==> src/rtl/codec_cfg_pkg.sv <==
// Shared types and constants for the audio-codec configuration sequencer:
// FSM states, WM8978 register map and the word-length encoding.
package codec_cfg_pkg;

    typedef enum logic [2:0] {
        StPwrup,
        StIssue,
        StWait,
        StGap,
        StDone,
        StErr,
        StUIssue,
        StUWait
    } cfg_state_e;

    // WM8978 register addresses used by the default init table
    localparam logic [6:0] RegSoftReset = 7'd0;
    localparam logic [6:0] RegPwrMgmt1  = 7'd1;
    localparam logic [6:0] RegPwrMgmt2  = 7'd2;
    localparam logic [6:0] RegPwrMgmt3  = 7'd3;
    localparam logic [6:0] RegAudioIf   = 7'd4;
    localparam logic [6:0] RegClkGen    = 7'd6;
    localparam logic [6:0] RegDacCtrl   = 7'd10;
    localparam logic [6:0] RegAdcCtrl   = 7'd14;
    localparam logic [6:0] RegBeepCtrl  = 7'd43;
    localparam logic [6:0] RegInputCtrl = 7'd44;
    localparam logic [6:0] RegLinpVol   = 7'd45;
    localparam logic [6:0] RegRinpVol   = 7'd46;
    localparam logic [6:0] RegLadcBoost = 7'd47;
    localparam logic [6:0] RegRadcBoost = 7'd48;
    localparam logic [6:0] RegOutCtrl   = 7'd49;
    localparam logic [6:0] RegLmixCtrl  = 7'd50;
    localparam logic [6:0] RegRmixCtrl  = 7'd51;
    localparam logic [6:0] RegLout1Vol  = 7'd52;
    localparam logic [6:0] RegRout1Vol  = 7'd53;

    function automatic logic wl_supported(input int unsigned wl);
        return (wl == 16) || (wl == 20) || (wl == 24) || (wl == 32);
    endfunction

    // R4 WL field encoding
    function automatic logic [1:0] wl_code(input int unsigned wl);
        logic [1:0] code;
        case (wl)
            16:      code = 2'b00;
            20:      code = 2'b01;
            24:      code = 2'b10;
            default: code = 2'b11;
        endcase
        return code;
    endfunction

endpackage

==> src/rtl/codec_cfg_rom.sv <==
// Combinational WM8978 init table: entry index -> {register address, data}.
// Indices at or beyond REG_NUM read as zero.
module codec_cfg_rom
    import codec_cfg_pkg::*;
#(
    parameter int unsigned WL      = 32,
    parameter int unsigned AW      = 7,
    parameter int unsigned DW      = 9,
    parameter int unsigned REG_NUM = 19
) (
    input  logic [7:0]       idx_i,
    output logic [AW+DW-1:0] word_o
);

    localparam logic [1:0] WlCode = wl_code(WL);

    if (!wl_supported(WL)) begin : g_bad_wl
        $error("codec_cfg_rom: unsupported word length WL=%0d", WL);
    end

    logic [6:0] addr;
    logic [8:0] data;

    always_comb begin
        addr = '0;
        data = '0;
        if (32'(idx_i) < REG_NUM) begin
            case (idx_i)
                8'd0:  begin addr = RegSoftReset; data = 9'h000; end
                8'd1:  begin addr = RegPwrMgmt1;  data = 9'h01B; end
                8'd2:  begin addr = RegPwrMgmt2;  data = 9'h1B0; end
                8'd3:  begin addr = RegPwrMgmt3;  data = 9'h06C; end
                // I2S format, WL field in bits [6:5]
                8'd4:  begin addr = RegAudioIf;   data = {2'b00, WlCode, 5'b10000}; end
                8'd5:  begin addr = RegClkGen;    data = 9'h000; end
                8'd6:  begin addr = RegDacCtrl;   data = 9'h008; end
                8'd7:  begin addr = RegAdcCtrl;   data = 9'h108; end
                8'd8:  begin addr = RegBeepCtrl;  data = 9'h010; end
                8'd9:  begin addr = RegInputCtrl; data = 9'h000; end
                8'd10: begin addr = RegLinpVol;   data = 9'h13F; end
                8'd11: begin addr = RegRinpVol;   data = 9'h13F; end
                8'd12: begin addr = RegLadcBoost; data = 9'h100; end
                8'd13: begin addr = RegRadcBoost; data = 9'h100; end
                8'd14: begin addr = RegOutCtrl;   data = 9'h006; end
                8'd15: begin addr = RegLmixCtrl;  data = 9'h001; end
                8'd16: begin addr = RegRmixCtrl;  data = 9'h001; end
                8'd17: begin addr = RegLout1Vol;  data = 9'h13F; end
                8'd18: begin addr = RegRout1Vol;  data = 9'h13F; end
                default: begin addr = '0; data = '0; end
            endcase
        end
    end

    assign word_o = {AW'(addr), DW'(data)};

endmodule

==> src/rtl/codec_cfg_seq.sv <==
// Codec register configuration sequencer: power-up delay, init-table walk with
// NACK retry, then single runtime user writes through the I2C driver handshake.
module codec_cfg_seq
    import codec_cfg_pkg::*;
#(
    parameter int unsigned REG_NUM   = 19,
    parameter int unsigned AW        = 7,
    parameter int unsigned DW        = 9,
    parameter int unsigned WL        = 32,
    parameter int unsigned PWR_DLY   = 1023,
    parameter int unsigned GAP_DLY   = 16,
    parameter int unsigned MAX_RETRY = 3
) (
    input  logic             clk,
    input  logic             rst_n,
    input  logic             start,
    input  logic             usr_req,
    input  logic [AW-1:0]    usr_addr,
    input  logic [DW-1:0]    usr_data,
    output logic             usr_busy,
    output logic             i2c_exec,
    output logic [AW+DW-1:0] i2c_word,
    input  logic             i2c_done,
    input  logic             i2c_nack,
    output logic             cfg_done,
    output logic             cfg_err,
    output logic [7:0]       cfg_idx
);

    localparam int unsigned WW     = AW + DW;
    localparam int unsigned MaxDly = (PWR_DLY > GAP_DLY) ? PWR_DLY : GAP_DLY;
    localparam int unsigned CntW   = (MaxDly < 2) ? 1 : $clog2(MaxDly);
    localparam int unsigned RtyW   = (MAX_RETRY < 2) ? 1 : $clog2(MAX_RETRY + 1);

    localparam logic [CntW-1:0] PwrLast = CntW'((PWR_DLY == 0) ? 0 : PWR_DLY - 1);
    localparam logic [CntW-1:0] GapLast = CntW'((GAP_DLY == 0) ? 0 : GAP_DLY - 1);
    localparam logic [RtyW-1:0] MaxRty  = RtyW'(MAX_RETRY);
    localparam logic [7:0]      LastIdx = 8'(REG_NUM - 1);

    if ((WW % 8) != 0) begin : g_bad_width
        $error("codec_cfg_seq: AW+DW=%0d is not a multiple of 8", WW);
    end
    if ((REG_NUM < 1) || (REG_NUM > 256)) begin : g_bad_reg_num
        $error("codec_cfg_seq: REG_NUM=%0d outside 1..256", REG_NUM);
    end

    cfg_state_e    state_q, state_d;
    logic [CntW-1:0] cnt_q, cnt_d;
    logic [RtyW-1:0] rty_q, rty_d;
    logic [7:0]    idx_q, idx_d;
    logic          exec_q, exec_d;
    logic [WW-1:0] word_q, word_d;
    logic [WW-1:0] uword_q, uword_d;
    logic          done_q, done_d;
    logic          err_q, err_d;
    logic          busy_q, busy_d;
    logic [WW-1:0] rom_word;

    codec_cfg_rom #(
        .WL      (WL),
        .AW      (AW),
        .DW      (DW),
        .REG_NUM (REG_NUM)
    ) u_rom (
        .idx_i  (idx_q),
        .word_o (rom_word)
    );

    always_comb begin
        state_d = state_q;
        cnt_d   = cnt_q;
        rty_d   = rty_q;
        idx_d   = idx_q;
        exec_d  = 1'b0;
        word_d  = word_q;
        uword_d = uword_q;
        done_d  = done_q;
        err_d   = err_q;
        busy_d  = busy_q;

        unique case (state_q)
            StPwrup: begin
                if (cnt_q == PwrLast) begin
                    cnt_d   = '0;
                    state_d = StIssue;
                end else begin
                    cnt_d = cnt_q + 1'b1;
                end
            end

            StIssue: begin
                word_d  = rom_word;
                exec_d  = 1'b1;
                state_d = StWait;
            end

            StUIssue: begin
                word_d  = uword_q;
                exec_d  = 1'b1;
                state_d = StUWait;
            end

            StWait, StUWait: begin
                if (i2c_done) begin
                    if (!i2c_nack) begin
                        rty_d = '0;
                        if (state_q == StUWait) begin
                            busy_d  = 1'b0;
                            state_d = StGap;
                        end else if (idx_q == LastIdx) begin
                            done_d  = 1'b1;
                            state_d = StDone;
                        end else begin
                            idx_d   = idx_q + 8'd1;
                            state_d = StGap;
                        end
                    end else if (rty_q < MaxRty) begin
                        rty_d   = rty_q + 1'b1;
                        state_d = StGap;
                    end else begin
                        rty_d   = '0;
                        err_d   = 1'b1;
                        done_d  = 1'b0;
                        busy_d  = 1'b0;
                        state_d = StErr;
                    end
                end
            end

            StGap: begin
                if (cnt_q == GapLast) begin
                    cnt_d = '0;
                    // busy marks a user write being retried; done marks a finished user write
                    if (busy_q) begin
                        state_d = StUIssue;
                    end else if (done_q) begin
                        state_d = StDone;
                    end else begin
                        state_d = StIssue;
                    end
                end else begin
                    cnt_d = cnt_q + 1'b1;
                end
            end

            StDone: begin
                if (start) begin
                    done_d  = 1'b0;
                    idx_d   = '0;
                    rty_d   = '0;
                    cnt_d   = '0;
                    state_d = StIssue;
                end else if (usr_req) begin
                    uword_d = {usr_addr, usr_data};
                    busy_d  = 1'b1;
                    state_d = StUIssue;
                end
            end

            StErr: begin
                if (start) begin
                    err_d   = 1'b0;
                    idx_d   = '0;
                    rty_d   = '0;
                    cnt_d   = '0;
                    state_d = StIssue;
                end
            end

            default: state_d = StPwrup;
        endcase
    end

    always_ff @(posedge clk or negedge rst_n) begin
        if (!rst_n) begin
            state_q <= StPwrup;
            cnt_q   <= '0;
            rty_q   <= '0;
            idx_q   <= '0;
            exec_q  <= 1'b0;
            word_q  <= '0;
            uword_q <= '0;
            done_q  <= 1'b0;
            err_q   <= 1'b0;
            busy_q  <= 1'b0;
        end else begin
            state_q <= state_d;
            cnt_q   <= cnt_d;
            rty_q   <= rty_d;
            idx_q   <= idx_d;
            exec_q  <= exec_d;
            word_q  <= word_d;
            uword_q <= uword_d;
            done_q  <= done_d;
            err_q   <= err_d;
            busy_q  <= busy_d;
        end
    end

    assign i2c_exec = exec_q;
    assign i2c_word = word_q;
    assign cfg_done = done_q;
    assign cfg_err  = err_q;
    assign usr_busy = busy_q;
    assign cfg_idx  = idx_q;

endmodule

==> config.mk <==
export PLATFORM = sky130hd
export DESIGN_NAME = codec_cfg_seq
export DESIGN_NICKNAME = d
export VERILOG_FILES = /design/src/rtl/codec_cfg_pkg.sv /design/src/rtl/codec_cfg_rom.sv /design/src/rtl/codec_cfg_seq.sv
export SDC_FILE = /design/constraint.sdc
export NUM_CORES = 1
export LEC_CHECK = 0
export CORE_ASPECT_RATIO = 0.5
export CORE_UTILIZATION = 51
export CTS_BUF_LIST = sky130_fd_sc_hd__clkbuf_4
export DETAILED_ROUTE_END_ITERATION = 10
export GPL_TIMING_DRIVEN = 0
export PLACE_DENSITY_LB_ADDON = 0.15
export SYNTH_ARGS = -nofsm -noshare
export SYNTH_HDL_FRONTEND = slang
export SYNTH_SLANG_ARGS = --single-unit
export TNS_END_PERCENT = 50
==> constraint.sdc <==
create_clock -name clk -period 2.45 [get_ports clk]
set_clock_uncertainty 0.15 [all_clocks]
set_input_delay 0.49 -clock clk [delete_from_list [all_inputs] [get_ports clk]]
set_output_delay 0.49 -clock clk [all_outputs]
set_load 0.005 [all_outputs]
==> summary.md, run 1 <==
Clock network
- 0 — count of hold-fix buffers inserted at cts
- 430 ps — clk_lat worst skew
- yes — clock tree from TritonCTS
- 59 — number of sinks driven by the clock tree
- clkbuf_4 — buffer cell driving the clock tree root
- 9 — total clock buffers created by CTS
- 3 — CTS H-Tree Depth
- 110 ps — clock-pin slew on the worst setup and hold paths
- 2 — maximum clock path buffer count

GRT
- 2,983 — number of global-route vias before repair
- 37 — maximum number of pins on one net before global-route repair
- 0.279 — total global routing track utilization
- 0 — GRT overflow
- 0 — initial antenna violation count
- 14,400 um — global-route wire length before repair

Final layout
- 0 — final antenna diode count
- 24.8% — area delta synth->final
- 450 — nets@finish
- 0.133 — fraction of final layout cells with drive strength greater than 1
- 0.00419 mm^2 — Final Instance Area

Place
- 49 — number of buffers added on ports
- 6250 um — post-detailed-placement half-perimeter wirelength
- 0.00398 mm^2 — Cell Area, Placed
- 0.918 — final weighted congestion of routability-driven global placement

Power
- 1.80 nW — Leak
- 1.91 mW — net switching power
- 0.570 mV — maximum vdd drop
- 1130 mW/mm^2 — areal power density over the cells
- 4.71 mW — power after layout
- 0.188 — clock share of power
- 2.80 mW — Internal Power
- 0.406 — fraction of power spent switching nets
- 0.490 — proportion of power drawn by combinational gates
- 0.321 — portion of total power attributed to sequential cells

Hold path
- primary input to async pin — worst hold path type

Outcome
- completed — outcome

Route
- 319 — count of routing violations after the opening detailed-route iteration
- 0 — Routed Antenna Nets
- 8810 um — total wire length
- 3,136 — total vias in the final route
- 6 — router iterations before antenna repair
- 6.17 — via-per-instance ratio
- 0 — DRC viols
- 17.3 um — DR WL/cell

Synth
- 59 — count of state elements after synthesis
- 56 — number of different library cells in the post-synthesis netlist
- 59 x dfrtp_1, 32 x nand2_1, 29 x o21ai_0, 25 x nor2_1, 21 x a21oi_1 — commonest cells in the synthesized netlist
- 387 — Net Count, Synth
- dfrtp_1 — primary flip-flop cell chosen by synthesis mapping
- dfrtp_1 — most common cell in the netlist
- dfrtp_1 44%, mux2_2 6.4%, ha_1 4.8% — Synth area leaders
- 0.440 — post-synth top area share
- 0.00336 mm^2 — Mapped Area
- 0 — number of synthesized flops with an enable pin
- dfrtp_1 — area leader, netlist
- 1.00 — proportion of register bits with asynchronous set or reset after synthesis
- 0.440 — fraction of the yosys area taken by sequential cells
- 0 — warnings from Yosys
- 352 — number of instances in the synthesized netlist
- 9.53 um^2 — Post-Synthesis Mean Instance Area

Setup path
- 7 — total number of cells along the worst setup path
- flop to flop — start-to-end type of the worst setup path
- inv_2 -> ha_4 -> or4b_4 -> o21bai_2 -> a32oi_1 -> nand3_1 -> o21ai_0 — sequence of cells on the critical path
- 10 — top fanout value on the critical path
- 470 ps — delay of the slowest critical-path stage
- flop — kind of end point of the critical path
- 7 — r2r worst-path depth
- cfg_idx[2] — capture point of the critical path
- 90 ps — R2R setup slack
- cfg_idx[0] — FF-to-FF Start
- cfg_idx[2] — capturing point of the worst reg2reg path
- 1 — Buffers & Inverters on Critical Path
- 2580 ps — data required time at the worst endpoint
- simple AND/OR/NAND/NOR gates — family with the most delay on the worst path
- 2490 ps — arrival time of the worst setup path
- or4b_4 — critical-path cell with the highest stage delay
- flop — launching element type of the critical path
- cfg_idx[0] — Crit. Startpoint

Timing
- 19.2 ps — final worst hold slack
- 0.962 — Final Cycle Share
- 0 — Pins Over Slew Limit
- true — unrepaired setup endpoints after global routing
- 0.340 — headroom to the max-slew limit
- 2360 ps — minimum period implied by the final worst setup slack
- 0 — final hold violations
- 0 — final setup violation count
- 990 ps — slew of the pin with the lowest slew margin
- 0.424 GHz — maximum clock frequency

Flow run
- 0 — count of maximum capacitance violations

Floorplanning
- 59.4 um — die boundary height
- 0.00693 mm^2 — area of the die
- 0.00621 mm^2 — area of the core
- 50 — I/O pins
- 117 um — Die Wd
- 20 — row cnt
- 0.541 — initial core utilization

## worst min-delay path by stage
stage,to,cells past startpoint
detailed placement,i2c_word[7],2
CTS,cnt_q[8],1
floorplan,cfg_done,0
finish,cnt_q[8],1
global route,cfg_idx[7],1
global placement,i2c_word[12],2
## state kept, by name, indices dropped and copies added (netlist names)
| name | count |
|---|---|
| i2c_word | 16 |
| uword_q | 16 |
| cnt_q | 10 |
| cfg_idx | 8 |
| state_q | 3 |
| rty_q | 2 |
| cfg_done | 1 |
| cfg_err | 1 |
| i2c_exec | 1 |
| usr_busy | 1 |
## logic make-up (layout without fill, tap and decap cells)
family,Yosys count,after routing,share of synthesized area
compound gates,108,108,0.215
buf+inv,29,97,0.0369
fa+ha+maj,13,13,0.0485
flops,59,59,0.440
mux,25,25,0.0820
simple gates,117,117,0.175
xor+xnor,1,1,0.00261
## worst register-to-register path, stage by stage, from the launching register on
cell and delay (ps):
dfrtp_2 420, inv_2 110, ha_4 190, or4b_4 480, o21bai_2 180, a32oi_1 380
nand3_1 210, o21ai_0 100
## placed cells by master, fill, tap and decap left out, types with 4 or more instances in the layout
master           instances
nor3_1                   7
a221o_1                  4
mux2_2                  19
o21ai_0                 29
clkbuf_1                 7
nand2_1                 32
clkbuf_4                 9
a21oi_1                 21
dfrtp_1                 57
inv_1                   10
mux2i_1                  5
nand2b_1                 8
a211oi_1                 6
a22oi_1                 12
and3_1                   7
clkinv_1                 4
ha_1                    12
buf_2                    7
clkdlybuf4s50_1         48
nor2_1                  23
nand3_1                 16
nand3b_1                 4
a31oi_1                  6
## stage by stage
stage / setup TNS, ps / utilization / cells / worst slack, ps
floorplan: 0 / - / 352 / 37.5
global placement: -66070 / 0.638 / 489 / -1080
detailed placement: -3800 / 0.641 / 490 / -288
CTS: 0 / 0.674 / 508 / 52.1
global route: -39.7 / 0.675 / 508 / -28.7
finish: 0 / 0.675 / 508 / 92.6
## what timing repair did
| action | CTS | global route |
|---|---|---|
| buffers inserted | 2 | 0 |
| pin swaps | 0 | 1 |
| endpoints found under the setup margin | 12 | 11 |
| resized for setup | 4 | 2 |
| hold endpoints to repair | 0 | 0 |
## per-layer routing
layer	track usage	wire length (um)	up-vias
met2	0.461	4120	128
met3	0.0757	523	18
met5	0	0	-
met4	0.0850	126	0
met1	0.363	4040	1551
li1	-	-	1439
## layout make-up
type,instances,area [um^2]
Fill cell,544,2020
Multi-Input combinational cell,264,1770
Sequential cell,59,1480
Timing Repair Buffer,52,528
Tap cell,88,110
Clock inverter,7,106
Buffer,17,78.8
Clock buffer,9,67.6
Inverter,12,45.0
## power groups by stage
stage | clock network [mW] | registers (mW) | logic [mW]
after floorplan | 0 | 1.49 | 1.44
after global placement | 0 | 1.53 | 2.12
after detailed placement | 0 | 1.55 | 2.19
after CTS | 0.890 | 1.51 | 2.28
after global routing | 0.929 | 1.55 | 2.55
final | 0.887 | 1.51 | 2.31
(Power assumes the default switching activity.)
==> run 2, diff against run 1 <==
CAP_MARGIN = 20   (was default)
==> results of run 2 <==
Final layout, timing and power as in run 1 (identical DEF).
==> run 3, diff against run 2 <==
ABC_AREA = 1   (was default)
CORE_UTILIZATION = 52   (was 51)
CTS_CLUSTER_SIZE = 24   (was default)
TNS_END_PERCENT = 100   (was 50)
==> run 3 against run 2 <==
  * Non-clock buffer count fell by 8
  * Synthesized cell count up 42%
  * Flip-flop and latch count is the same
  * Sequential power shrank 35%
  * Total power is 61% lower
  * Clock power down 9.8%
  * Count of clock-buffer cells in the layout rose by 1
  * Cell area increased by 9.1%
  * Combinational power decreased by 97%
  * Worst setup slack improved by 170 ps
  * Via count increased by 8.1%
  * Sequential share of layout area is 3.0 points lower
  * Critical path type is now flop to output pin
  * Critical endpoint is now cfg_idx[1]
==> summary.md, run 3 <==
Outcome
- completed — outcome

Synth
- dfrtp_1 — primary flip-flop cell chosen by synthesis mapping
- 149 x nand2_1, 59 x dfrtp_1, 57 x inv_1, 50 x nor2_1, 42 x nand3_1 — commonest cells in the synthesized netlist
- 0.00463 — xor-xnor portion of the synthesized cell area
- 499 — number of instances in the synthesized netlist
- 534 — Net Count, Synth
- 1.00 — proportion of register bits with asynchronous set or reset after synthesis
- 59 — count of state elements after synthesis
- 0.0566 — fraction of synthesized area in multiplexers
- 36 — number of different library cells in the post-synthesis netlist
- 0.0946 — synthesized-area fraction occupied by ao, oa, aoi and oai cells
- 0 — warnings from Yosys
- nand2_1 — most common cell in the netlist
- simple AND/OR/NAND/NOR gates — dominant combinational cell family by area after synthesis
- 0.328 — simple-gate area share of the yosys netlist
- 0.0430 — arithmetic-cell share of the synthesized area counting full adders, half adders and majority gates
- 7.58 um^2 — Post-Synthesis Mean Instance Area
- dfrtp_1 39%, nand2_1 15%, inv_1 5.7% — Synth area leaders
- 0.390 — fraction of the yosys area taken by sequential cells
- 0.390 — post-synth top area share
- 0 — number of synthesized flops with an enable pin
- dfrtp_1 — area leader, netlist
- 0.00378 mm^2 — Mapped Area

Timing
- 0 — final setup violation count
- 0 — Pins Over Slew Limit
- false — unrepaired setup endpoints after global routing
- 2190 ps — minimum period implied by the final worst setup slack
- 716 ps — slew of the pin with the lowest slew margin
- 0.894 — Final Cycle Share
- 0 — final hold violations
- 0.457 GHz — maximum clock frequency
- 0.523 — headroom to the max-slew limit

Setup path
- flop to output pin — start-to-end type of the worst setup path
- 6 — r2r worst-path depth
- 1550 ps — arrival time of the worst setup path
- buffers and inverters — family with the most delay on the worst path
- flop — launching element type of the critical path
- cfg_idx[1] — Crit. Startpoint
- 1 — Buffers & Inverters on Critical Path
- 570 ps — delay of the slowest critical-path stage
- clkdlybuf4s50_1 — sequence of cells on the critical path
- 10 — top fanout value on the critical path
- 1810 ps — data required time at the worst endpoint
- output pin — kind of end point of the critical path
- cfg_idx[1] — FF-to-FF Start
- clkdlybuf4s50_1 — critical-path cell with the highest stage delay
- 1 — total number of cells along the worst setup path

Final layout
- 0.118 — fraction of final layout cells with drive strength greater than 1
- 0 — final antenna diode count
- nand2_1 — most common cell after layout, fill and taps aside
- 0.666 — final cell utilization of the core
- 596 — nets@finish
- 20.8% — area delta synth->final
- 658 — Layout Cells excl Fill
- 149 x nand2_1, 59 x dfrtp_1, 57 x inv_1 — leading cell types in the layout, fill and taps excluded

Route
- 4 — router iterations before antenna repair
- 5.15 — via-per-instance ratio
- 13.3 um — DR WL/cell
- 153 — count of routing violations after the opening detailed-route iteration
- 0 — DRC viols
- 3,391 — total vias in the final route
- 0 — Routed Antenna Nets
- 8760 um — total wire length

Power
- 0.434 — clock share of power
- 2.44 nW — Leak
- 0.226 — fraction of power spent switching nets
- 0.038 — proportion of power drawn by combinational gates
- 1.43 mW — Internal Power
- 0.528 — portion of total power attributed to sequential cells
- 417 uW — net switching power
- 404 mW/mm^2 — areal power density over the cells
- 0.199 mV — maximum vdd drop

Floorplanning
- 0.00764 mm^2 — area of the die
- 50 — I/O pins
- 123 um — Die Wd
- 21 — row cnt
- 0.00686 mm^2 — area of the core
- 0.551 — initial core utilization
- 62.3 um — die boundary height

Clock network
- 59 — number of sinks driven by the clock tree
- 9 — total clock buffers created by CTS
- 100 ps — clock-pin slew on the worst setup and hold paths
- 2 — maximum clock path buffer count
- 440 ps — clk_lat worst skew
- 0 — # resized after CTS
- clkbuf_4 — buffer cell driving the clock tree root
- 0 — buffers inserted during post-CTS setup optimization
- yes — clock tree from TritonCTS
- 3 — CTS H-Tree Depth

GRT
- 3,225 — number of global-route vias before repair
- 32 — maximum number of pins on one net before global-route repair
- 0 — GRT overflow
- 0.259 — total global routing track utilization
- 15,200 um — global-route wire length before repair
- 0 — initial antenna violation count

Hold path
- flop to flop — worst hold path type
- i2c_word[12] — critical hold path startpoint
- 2 — number of stages on the worst hold path

Flow run
- 0 — count of maximum capacitance violations

Place
- 0.925 — final weighted congestion of routability-driven global placement
- 49 — number of buffers added on ports
- 641 — Placed Cells incl. Taps
- 6440 um — post-detailed-placement half-perimeter wirelength

## run 3: per-layer routing
| metal | part of all wire | track usage | routed length (um) |
|---|---|---|---|
| met2 | 0.44 | 0.388 | 3840 |
| met3 | 0.063 | 0.0790 | 548 |
| met1 | 0.49 | 0.360 | 4270 |
| met5 | 0 | 0 | 0 |
| met4 | 0.011 | 0.0777 | 94 |
## run 3: area by class of cell
cell class                 instances  area (um^2)
fill                             596         2290
sequential                        59         1480
buffer                            10         61.3
multi-input combinational        363         1990
timing repair buffer              51          515
clock buffer                      10         75.1
inverter                          67          251
clock inverter                     6         80.1
tap                               92          115
## run 3: cell families (layout without fill, tap and decap cells)
logic type / after synthesis / count (layout)
flip-flops: 59 / 59
buffers and inverters: 77 / 144
multiplexers: 16 / 16
AO/OA/AOI/OAI: 56 / 56
AND/OR/NAND/NOR: 276 / 276
XOR/XNOR: 2 / 2
adder cells (fa/ha/maj): 13 / 13
## run 3: worst reg2reg max path: cells and delay by family, from the launching register on
| kind | cells | cell delay (ps) |
|---|---|---|
| and+or+nand+nor | 3 | 690 |
| DFF | 1 | 550 |
| adders and majority gates | 1 | 390 |
| buffers and inverters | 1 | 140 |
| AOI/OAI and AO/OA | 1 | 100 |
## run 3: worst paths after layout
path	endpoint	slack (ps)
min reg2reg	i2c_word[12]	360
max	cfg_idx[1]	260
max in group asynchronous	cnt_q[5]	1050
max reg2reg	i2c_word[1]	370
min	i2c_word[12]	360
min in group asynchronous	i2c_word[5]	460
## run 3: timing repair
| item | CTS | global route |
|---|---|---|
| hold buffers | 1 | 0 |
| setup endpoints to repair | 0 | 0 |
| endpoints found under the hold margin | 30 | 0 |
## run 3: power by group through the flow
stage	clock, mW	sequential, mW	combinational (mW)
after floorplan	0	0.994	0.00722
after global placement	0	0.994	0.0667
after detailed placement	0	0.994	0.0705
after CTS	0.815	0.975	0.0724
after global routing	0.859	0.975	0.0784
final	0.800	0.975	0.0700
## run 3: metrics by stage
| stage | worst slack, ps | instance area, um^2 | total power, mW | hold slack [ps] | TNS [ps] |
|---|---|---|---|---|---|
| after detailed placement | 295 | 4400 | 1.06 | 336 | 0 |
| after CTS | 242 | 4570 | 1.86 | 360 | 0 |
| after floorplan | 710 | 3780 | 1.00 | 44.4 | 0 |
| after global placement | -1150 | 4390 | 1.06 | 325 | -67560 |
| after global routing | 161 | 4570 | 1.91 | 385 | 0 |
| final | 261 | 4570 | 1.84 | 359 | 0 |
